File: src/rtl/lcd_stream_pkg.sv
// Shared definitions for the KS0108-style streaming LCD controller.
//   - Panel command opcodes
//   - Controller FSM state and bus-phase enums
//   - cnt_width(): counter width helper, never narrower than one bit
// Optional feature macro: LCD_CLEAR_EN adds the panel-clear states to the FSM enum.
package lcd_stream_pkg;

    localparam logic [7:0] CMD_DISP_ON    = 8'h3F;
    localparam logic [7:0] CMD_START_LINE = 8'hC0;
    localparam logic [7:0] CMD_PAGE       = 8'hB8;
    localparam logic [7:0] CMD_COL        = 8'h40;

    typedef enum logic [3:0] {
        StRstWait,
        StInitOn,
        StInitLine,
`ifdef LCD_CLEAR_EN
        StClrPage,
        StClrCol,
        StClrData,
`endif
        StSetPage,
        StSetCol,
        StWaitData,
        StWrite
    } lcd_state_e;

    typedef enum logic [1:0] {
        PhIdle,
        PhSetup,
        PhHigh,
        PhLow
    } bus_phase_e;

    function automatic int unsigned cnt_width(input int unsigned n);
        return (n > 1) ? $clog2(n) : 1;
    endfunction

endpackage

File: src/rtl/lcd_stream_ctrl_if.sv
// Byte stream handshake between a frame source and lcd_stream_ctrl.
//   data        column byte, bit0 = top pixel of the page
//   data_valid  source holds a valid byte
//   data_ready  controller accepts the byte this cycle
// master = frame source, slave = controller.
interface lcd_stream_ctrl_if;

    logic [7:0] data;
    logic       data_valid;
    logic       data_ready;

    modport master (
        output data,
        output data_valid,
        input  data_ready
    );

    modport slave (
        input  data,
        input  data_valid,
        output data_ready
    );

endinterface

File: src/rtl/lcd_bus_cycle.sv
// Timing engine for one LCD write strobe.
// A start pulse while idle runs SETUP (1 cycle, en low), HIGH (EN_HIGH_CYC cycles, en high) and
// LOW (EN_LOW_CYC cycles, en low). done_o pulses during the last LOW cycle so the owner can
// release chip select and pick the next cycle on the same edge. The owner drives cs/di/data.
// Ports:
//   clk_i, rst_ni  clock, asynchronous active-low reset
//   start_i        begin a bus cycle (ignored while busy)
//   en_o           LCD strobe
//   busy_o         a bus cycle is in progress
//   done_o         last cycle of the LOW phase
module lcd_bus_cycle
    import lcd_stream_pkg::*;
#(
    parameter int unsigned EN_HIGH_CYC = 2,
    parameter int unsigned EN_LOW_CYC  = 2
) (
    input  logic clk_i,
    input  logic rst_ni,
    input  logic start_i,
    output logic en_o,
    output logic busy_o,
    output logic done_o
);

    localparam int unsigned MaxCyc = (EN_HIGH_CYC > EN_LOW_CYC) ? EN_HIGH_CYC : EN_LOW_CYC;
    localparam int unsigned CntW   = cnt_width(MaxCyc);

    bus_phase_e            phase_q, phase_d;
    logic       [CntW-1:0] cnt_q, cnt_d;

    always_comb begin
        phase_d = phase_q;
        cnt_d   = cnt_q;
        done_o  = 1'b0;
        unique case (phase_q)
            PhIdle: begin
                if (start_i) begin
                    phase_d = PhSetup;
                    cnt_d   = '0;
                end
            end
            PhSetup: begin
                phase_d = PhHigh;
                cnt_d   = '0;
            end
            PhHigh: begin
                if (cnt_q == CntW'(EN_HIGH_CYC - 1)) begin
                    phase_d = PhLow;
                    cnt_d   = '0;
                end else begin
                    cnt_d = cnt_q + CntW'(1);
                end
            end
            PhLow: begin
                if (cnt_q == CntW'(EN_LOW_CYC - 1)) begin
                    phase_d = PhIdle;
                    cnt_d   = '0;
                    done_o  = 1'b1;
                end else begin
                    cnt_d = cnt_q + CntW'(1);
                end
            end
            default: begin
                phase_d = PhIdle;
                cnt_d   = '0;
            end
        endcase
    end

    always_ff @(posedge clk_i or negedge rst_ni) begin
        if (!rst_ni) begin
            phase_q <= PhIdle;
            cnt_q   <= '0;
        end else begin
            phase_q <= phase_d;
            cnt_q   <= cnt_d;
        end
    end

    // Decoded straight from the phase flop so an asynchronous reset drops the strobe at once.
    assign en_o   = (phase_q == PhHigh);
    assign busy_o = (phase_q != PhIdle);

endmodule

File: src/rtl/lcd_stream_ctrl.sv
// Write-only multi-chip KS0108-style graphic LCD controller fed by a byte stream.
// Holds the panel in reset, initialises every chip, then repeatedly writes frames in raster
// order: page 0..PAGES-1, per page chip 0..NUM_CS-1, per chip column 0..COLS_PER_CS-1.
// Each chip run is preceded by set-page and set-column commands; frame_done pulses once per frame.
// Optional feature macro: LCD_CLEAR_EN -- zero the whole panel (all chips at once) after init.
// Ports:
//   clk, rst_n   clock, asynchronous active-low reset
//   stream       byte stream (slave modport): data, data_valid, data_ready
//   frame_done   one-cycle pulse after the last byte of a frame is written
//   LCD_rst      panel reset, active low
//   LCD_cs       one-hot / all-ones chip select, active high, 0 between bus cycles
//   LCD_rw       always 0
//   LCD_di       0 = command, 1 = display data
//   LCD_data     bus data
//   LCD_en       strobe, panel latches on the falling edge
module lcd_stream_ctrl
    import lcd_stream_pkg::*;
#(
    parameter int unsigned NUM_CS      = 2,
    parameter int unsigned PAGES       = 8,
    parameter int unsigned COLS_PER_CS = 64,
    parameter int unsigned EN_HIGH_CYC = 2,
    parameter int unsigned EN_LOW_CYC  = 2,
    parameter int unsigned RST_HOLD    = 16
) (
    input  logic                clk,
    input  logic                rst_n,
    lcd_stream_ctrl_if.slave    stream,
    output logic                frame_done,
    output logic                LCD_rst,
    output logic [NUM_CS-1:0]   LCD_cs,
    output logic                LCD_rw,
    output logic                LCD_di,
    output logic [7:0]          LCD_data,
    output logic                LCD_en
);

    localparam int unsigned PageW = cnt_width(PAGES);
    localparam int unsigned ColW  = cnt_width(COLS_PER_CS);
    localparam int unsigned ChipW = cnt_width(NUM_CS);
    localparam int unsigned RstW  = cnt_width(RST_HOLD);
    localparam logic [NUM_CS-1:0] CsOne = NUM_CS'(1);

    lcd_state_e              state_q, state_d;
    logic       [PageW-1:0]  page_q, page_d;
    logic       [ColW-1:0]   col_q, col_d;
    logic       [ChipW-1:0]  chip_q, chip_d;
    logic       [RstW-1:0]   rst_cnt_q, rst_cnt_d;
    logic       [7:0]        byte_q, byte_d;
    logic       [NUM_CS-1:0] cs_q, cs_d;
    logic                    di_q, di_d;
    logic       [7:0]        data_q, data_d;
    logic                    lcd_rst_q, lcd_rst_d;
    logic                    frame_done_q, frame_done_d;

    logic                    bus_start, bus_busy, bus_done, bus_en;
    logic                    ready;
    logic                    cyc_req;
    logic       [NUM_CS-1:0] cyc_cs;
    logic                    cyc_di;
    logic       [7:0]        cyc_data;

    lcd_bus_cycle #(
        .EN_HIGH_CYC (EN_HIGH_CYC),
        .EN_LOW_CYC  (EN_LOW_CYC)
    ) u_bus_cycle (
        .clk_i   (clk),
        .rst_ni  (rst_n),
        .start_i (bus_start),
        .en_o    (bus_en),
        .busy_o  (bus_busy),
        .done_o  (bus_done)
    );

    always_comb begin
        state_d      = state_q;
        page_d       = page_q;
        col_d        = col_q;
        chip_d       = chip_q;
        rst_cnt_d    = rst_cnt_q;
        byte_d       = byte_q;
        cs_d         = cs_q;
        di_d         = di_q;
        data_d       = data_q;
        lcd_rst_d    = lcd_rst_q;
        frame_done_d = 1'b0;
        bus_start    = 1'b0;
        ready        = 1'b0;
        // What the current state puts on the bus, if it owns a bus cycle.
        cyc_req      = 1'b1;
        cyc_cs       = CsOne << chip_q;
        cyc_di       = 1'b0;
        cyc_data     = '0;

        unique case (state_q)
            StRstWait: begin
                cyc_req = 1'b0;
                if (rst_cnt_q == RstW'(RST_HOLD - 1)) begin
                    lcd_rst_d = 1'b1;
                    state_d   = StInitOn;
                end else begin
                    rst_cnt_d = rst_cnt_q + RstW'(1);
                end
            end
            StInitOn: begin
                cyc_cs   = '1;
                cyc_data = CMD_DISP_ON;
                if (bus_done) state_d = StInitLine;
            end
            StInitLine: begin
                cyc_cs   = '1;
                cyc_data = CMD_START_LINE;
`ifdef LCD_CLEAR_EN
                if (bus_done) state_d = StClrPage;
`else
                if (bus_done) state_d = StSetPage;
`endif
            end
`ifdef LCD_CLEAR_EN
            StClrPage: begin
                cyc_cs   = '1;
                cyc_data = CMD_PAGE | 8'(page_q);
                if (bus_done) state_d = StClrCol;
            end
            StClrCol: begin
                cyc_cs   = '1;
                cyc_data = CMD_COL;
                if (bus_done) state_d = StClrData;
            end
            StClrData: begin
                cyc_cs   = '1;
                cyc_di   = 1'b1;
                cyc_data = 8'h00;
                if (bus_done) begin
                    if (col_q == ColW'(COLS_PER_CS - 1)) begin
                        col_d = '0;
                        if (page_q == PageW'(PAGES - 1)) begin
                            page_d  = '0;
                            state_d = StSetPage;
                        end else begin
                            page_d  = page_q + PageW'(1);
                            state_d = StClrPage;
                        end
                    end else begin
                        col_d = col_q + ColW'(1);
                    end
                end
            end
`endif
            StSetPage: begin
                cyc_data = CMD_PAGE | 8'(page_q);
                if (bus_done) state_d = StSetCol;
            end
            StSetCol: begin
                cyc_data = CMD_COL;
                if (bus_done) state_d = StWaitData;
            end
            StWaitData: begin
                cyc_req = 1'b0;
                ready   = 1'b1;
                if (stream.data_valid) begin
                    byte_d  = stream.data;
                    state_d = StWrite;
                end
            end
            StWrite: begin
                cyc_di   = 1'b1;
                cyc_data = byte_q;
                if (bus_done) begin
                    if (col_q == ColW'(COLS_PER_CS - 1)) begin
                        col_d   = '0;
                        state_d = StSetPage;
                        if (chip_q == ChipW'(NUM_CS - 1)) begin
                            chip_d = '0;
                            if (page_q == PageW'(PAGES - 1)) begin
                                page_d       = '0;
                                frame_done_d = 1'b1;
                            end else begin
                                page_d = page_q + PageW'(1);
                            end
                        end else begin
                            chip_d = chip_q + ChipW'(1);
                        end
                    end else begin
                        col_d   = col_q + ColW'(1);
                        state_d = StWaitData;
                    end
                end
            end
            default: begin
                cyc_req = 1'b0;
                state_d = StRstWait;
            end
        endcase

        // Bus signals are latched at start and held for the whole cycle; cs drops on completion.
        if (cyc_req && !bus_busy) begin
            bus_start = 1'b1;
            cs_d      = cyc_cs;
            di_d      = cyc_di;
            data_d    = cyc_data;
        end
        if (bus_done) cs_d = '0;
    end

    always_ff @(posedge clk or negedge rst_n) begin
        if (!rst_n) begin
            state_q      <= StRstWait;
            page_q       <= '0;
            col_q        <= '0;
            chip_q       <= '0;
            rst_cnt_q    <= '0;
            byte_q       <= '0;
            cs_q         <= '0;
            di_q         <= 1'b0;
            data_q       <= '0;
            lcd_rst_q    <= 1'b0;
            frame_done_q <= 1'b0;
        end else begin
            state_q      <= state_d;
            page_q       <= page_d;
            col_q        <= col_d;
            chip_q       <= chip_d;
            rst_cnt_q    <= rst_cnt_d;
            byte_q       <= byte_d;
            cs_q         <= cs_d;
            di_q         <= di_d;
            data_q       <= data_d;
            lcd_rst_q    <= lcd_rst_d;
            frame_done_q <= frame_done_d;
        end
    end

    assign stream.data_ready = ready;
    assign frame_done        = frame_done_q;
    assign LCD_rst           = lcd_rst_q;
    assign LCD_cs            = cs_q;
    assign LCD_rw            = 1'b0;
    assign LCD_di            = di_q;
    assign LCD_data          = data_q;
    assign LCD_en            = bus_en;

endmodule

File: src/flat_wrapper.sv
// flat-port wrapper written by rule: the top's interface ports become plain ports
module lcd_stream_ctrl_flat import lcd_stream_pkg::*;
#(
    parameter int unsigned NUM_CS      = 2,
    parameter int unsigned PAGES       = 8,
    parameter int unsigned COLS_PER_CS = 64,
    parameter int unsigned EN_HIGH_CYC = 2,
    parameter int unsigned EN_LOW_CYC  = 2,
    parameter int unsigned RST_HOLD    = 16
)
  (clk, rst_n, frame_done, LCD_rst, LCD_cs, LCD_rw, LCD_di, LCD_data, LCD_en, stream_data, stream_data_valid, stream_data_ready);
  lcd_stream_ctrl_if stream_i ();
  input  logic clk;
  input  logic rst_n;
  output logic frame_done;
  output logic LCD_rst;
  output logic [NUM_CS-1:0] LCD_cs;
  output logic LCD_rw;
  output logic LCD_di;
  output logic [7:0] LCD_data;
  output logic LCD_en;
  input wire logic [$bits(stream_i.data)-1:0] stream_data;
  input wire logic [$bits(stream_i.data_valid)-1:0] stream_data_valid;
  output wire logic [$bits(stream_i.data_ready)-1:0] stream_data_ready;
  assign stream_i.data = stream_data;
  assign stream_i.data_valid = stream_data_valid;
  assign stream_data_ready = stream_i.data_ready;
  lcd_stream_ctrl #(.NUM_CS(NUM_CS), .PAGES(PAGES), .COLS_PER_CS(COLS_PER_CS), .EN_HIGH_CYC(EN_HIGH_CYC), .EN_LOW_CYC(EN_LOW_CYC), .RST_HOLD(RST_HOLD)) u_core (.clk(clk), .rst_n(rst_n), .stream(stream_i), .frame_done(frame_done), .LCD_rst(LCD_rst), .LCD_cs(LCD_cs), .LCD_rw(LCD_rw), .LCD_di(LCD_di), .LCD_data(LCD_data), .LCD_en(LCD_en));
endmodule
File: config.mk
export PLATFORM = sky130hd
export DESIGN_NAME = lcd_stream_ctrl_flat
export DESIGN_NICKNAME = d
export VERILOG_FILES = /design/src/rtl/lcd_stream_pkg.sv /design/src/rtl/lcd_stream_ctrl_if.sv /design/src/rtl/lcd_bus_cycle.sv /design/src/rtl/lcd_stream_ctrl.sv /design/src/flat_wrapper.sv
export SDC_FILE = /design/constraint.sdc
export NUM_CORES = 1
export LEC_CHECK = 0
export CORE_MARGIN = 5
export CORE_UTILIZATION = 30
export CTS_BUF_LIST = sky130_fd_sc_hd__clkbuf_8
export DETAILED_ROUTE_END_ITERATION = 10
export GPL_TIMING_DRIVEN = 0
export SLEW_MARGIN = 20
export SYNTH_ARGS = -nofsm -noshare
export SYNTH_HDL_FRONTEND = slang
export SYNTH_SLANG_ARGS = --single-unit
File: constraint.sdc
create_clock -name clk -period 1.5 [get_ports clk]
set_input_delay 0.45 -clock clk [delete_from_list [all_inputs] [get_ports clk]]
set_output_delay 0.45 -clock clk [all_outputs]
set_load 0.02 [all_outputs]
==> impl_metrics.toml <==
[cts]
cts_num_sinks = 41
cts_max_path_buffers = 2
clk_latency_ns = 0.30
cts_tree = "built"
cts_root_buf = "clkbuf_8"
cts_buffers = 5
hold_buffers = 0
htreeDepth = 2
cts.clk_slew.worst_paths_ns = 0.09

[worst_setup_path]
critPathKind = "register to output pin"
critPathLaunchType = "register"
r2r-end = "u_core.page_q[2]"
endpoint = "LCD_en"
crit_start = "u_core.u_bus_cycle.phase_q[0]"
cp.required_ns = 1.05
rrSetupSlack_ns = -0.03
critPathCaptureType = "output pin"
timing.rr.start = "u_core.u_bus_cycle.phase_q[0]"
crit_arrival_ns = 1.10
r2r_cells = 6
cp_max_fo = 3

[synth]
ys_seq_elements = 41
ys_top_cells_by_count = "dfrtp_1 (41), nand2_1 (19), o21ai_0 (16)"
seq_area_frac_synth = 0.5180
synthFlopType = "dfrtp_1"
synth_top_area_frac = 0.5180
synth_most_common_cell = "dfrtp_1"
synth_top_area_cell = "dfrtp_1"
synth_area_sq_um = 1981
syn_inst = 190
synth_area_per_cell_sq_um = 10.42
synth-edff-count = 0
yosys_warnings = 0
async_flop_share = 1.000
yosysUniqueCellTypes = 41
synth_nets = 209
yosys-top-cells-area = "dfrtp_1 (52%), mux2_2 (5.7%), ha_1 (5.1%)"

[layout]
areaGrowthSynthToFinish_pct = 33.54
diodes = 0
final_nets = 253
final_util = 0.4142
design_area_sq_um = 2645
drive_gt1_frac = 0.2723

[sta]
period_share = 1.036
skew_ns = 0.006309
rsz0062_at_grt = "yes"
fmax_mhz = 643.4
setup_violations = 5
min_period_ns = 1.554
setup_ws_ns = -0.05417
hold_viol = 0
drv_slew = 0

[run_status]
outcome = "finished with violations"
violations = "negative setup slack"

[detailed_routing]
routed_wl_um = 4259
antenna_left = 0
dr.pass1.iters = 4
post-route-drc-count = 0
vias = 1508
drt_iter0_drc = 30
post_drt_wl_per_cell_um = 13.65
avgViaCountPerCell = 4.833

[grt]
grt_first_pass_wirelength_um = 7210
antenna_found_initial = 0
grt_overflow = 0
grt_max_degree = 27
grt_usage = 0.1076
first_global_vias = 1523

[place]
dpl.hpwl_um = 2887
port_buffers = 25
placed_area_sq_um = 2371
gp_congestion = 0.7826

[pwr]
p_clk_frac = 0.150
seqPwrFrac = 0.369
leakage_uw = 0.001222
p_int_uw = 2962
swShare = 0.3989
power_frac_comb = 0.482
power_density_nw_per_um2 = 1863
p_switching_uw = 1966
peakVddDrop_mv = 0.8076

[flow_run]
cap_violations = 0

[floorplanning]
start_util = 0.3101
die_w_um = 91.26
die_y_um = 91.26
rows = 29
core_sq_um = 6386
dieArea_sq_um = 8327
ioPinCount = 27

[worst_hold_path]
holdCritPathClass = "input pin to asynchronous set/reset pin"
repair_timing:
| action | CTS | global route |
|---|---|---|
| pin swaps | 4 | 5 |
| setup buffers | 7 | 4 |
| gates cloned | 1 | 0 |
| resized for setup | 41 | 29 |
| endpoints found under the setup margin | 37 | 30 |
cell families (layout without fill, tap and decap cells):
| kind of cell | after synthesis | count (layout) | synth area share |
|---|---|---|---|
| adders and majority gates | 8 | 8 | 0.05054 |
| DFF | 41 | 41 | 0.5180 |
| other | 1 | 1 | 0.001893 |
| and+or+nand+nor | 65 | 66 | 0.1693 |
| AOI/OAI and AO/OA | 41 | 41 | 0.1264 |
| xor gates and xnor gates | 5 | 5 | 0.02211 |
| buffers and inverters | 15 | 59 | 0.03284 |
| muxes | 14 | 14 | 0.07896 |
worst max-delay path, cell delays in order, from the launching register on:
cell and delay, ns:
dfrtp_1 0.38, inv_1 0.10, ha_2 0.18, buf_4 0.13
worst min path at each step:
| stage | startpoint | endpoint | cells past startpoint |
|---|---|---|---|
| floorplan | rst_n | u_core.LCD_cs[0] | 0 |
| global route | rst_n | u_core.col_q[5] | 1 |
| finish | rst_n | u_core.byte_q[5] | 1 |
| global placement | u_core.LCD_rst | u_core.LCD_rst | 1 |
| detailed placement | rst_n | u_core.col_q[1] | 1 |
| CTS | rst_n | u_core.byte_q[5] | 1 |
area by class of cell:
type	count	area, sq um
Tap cell	77	96.34
Clock inverter	3	17.52
Buffer	6	47.55
Multi-Input combinational cell	135	1002
Clock buffer	5	68.82
Timing Repair Buffer	37	354.1
Fill cell	630	3741
Inverter	8	30.03
Sequential cell	41	1028
state kept, by name, summed over array words and instances (netlist names):
name	flops
u_core.LCD_data	8
u_core.chip_q	1
u_core.u_bus_cycle.phase_q	2
u_core.byte_q	8
u_core.u_bus_cycle.cnt_q	1
u_core.LCD_di	1
u_core.LCD_cs	2
u_core.col_q	6
u_core.frame_done	1
u_core.state_q	3
u_core.LCD_rst	1
u_core.page_q	3
u_core.rst_cnt_q	4
power groups by stage:
stage,Combinational (uW),Clock (uW),Sequential (uW)
2_1_floorplan,1200,0,1950
3_3_place_gp,2010,0,1820
3_5_place_dp,2060,0,1820
4_1_cts,2160,754,1800
5_1_grt,2640,790,1880
6_report,2370,738,1820
cell usage in the layout, fill, tap and decap left out, types with 4 or more instances in the layout:
master / n
a21oi_1: 8
and3_1: 4
buf_4: 11
buf_6: 4
clkbuf_8: 5
clkdlybuf4s15_1: 6
clkdlybuf4s50_1: 9
dfrtp_1: 39
dlygate4sd2_1: 7
ha_1: 6
inv_1: 7
mux2_2: 10
nand2_1: 16
nand3_1: 11
nor2_1: 12
o21ai_0: 10
o21ai_1: 5
metrics by stage:
step / worst slack [ns] / cells / TNS [ns] / power [uW] / hold WS (ns)
after floorplan: 0.002205 / 190 / 0 / 3152 / 0.1544
after global placement: -1.141 / 292 / -51.26 / 3830 / 0.4585
after detailed placement: -0.2578 / 293 / -5.407 / 3880 / 0.3978
after CTS: -0.08520 / 308 / -0.2484 / 4720 / 0.07330
after global routing: -0.09981 / 312 / -0.5009 / 5312 / 0.09017
final: -0.05417 / 312 / -0.1561 / 4928 / 0.06167
routing by layer:
| metal | track usage | part of all wire | up-vias | wire length (um) |
|---|---|---|---|---|
| li1 | - | - | 754 | - |
| met1 | 0.1343 | 0.45 | 722 | 1924 |
| met2 | 0.1749 | 0.49 | 25 | 2069 |
| met3 | 0.03306 | 0.046 | 7 | 197 |
| met4 | 0.04034 | 0.016 | 0 | 67 |
| met5 | 0 | 0 | - | 0 |
Power figures use the tool's default switching activity.
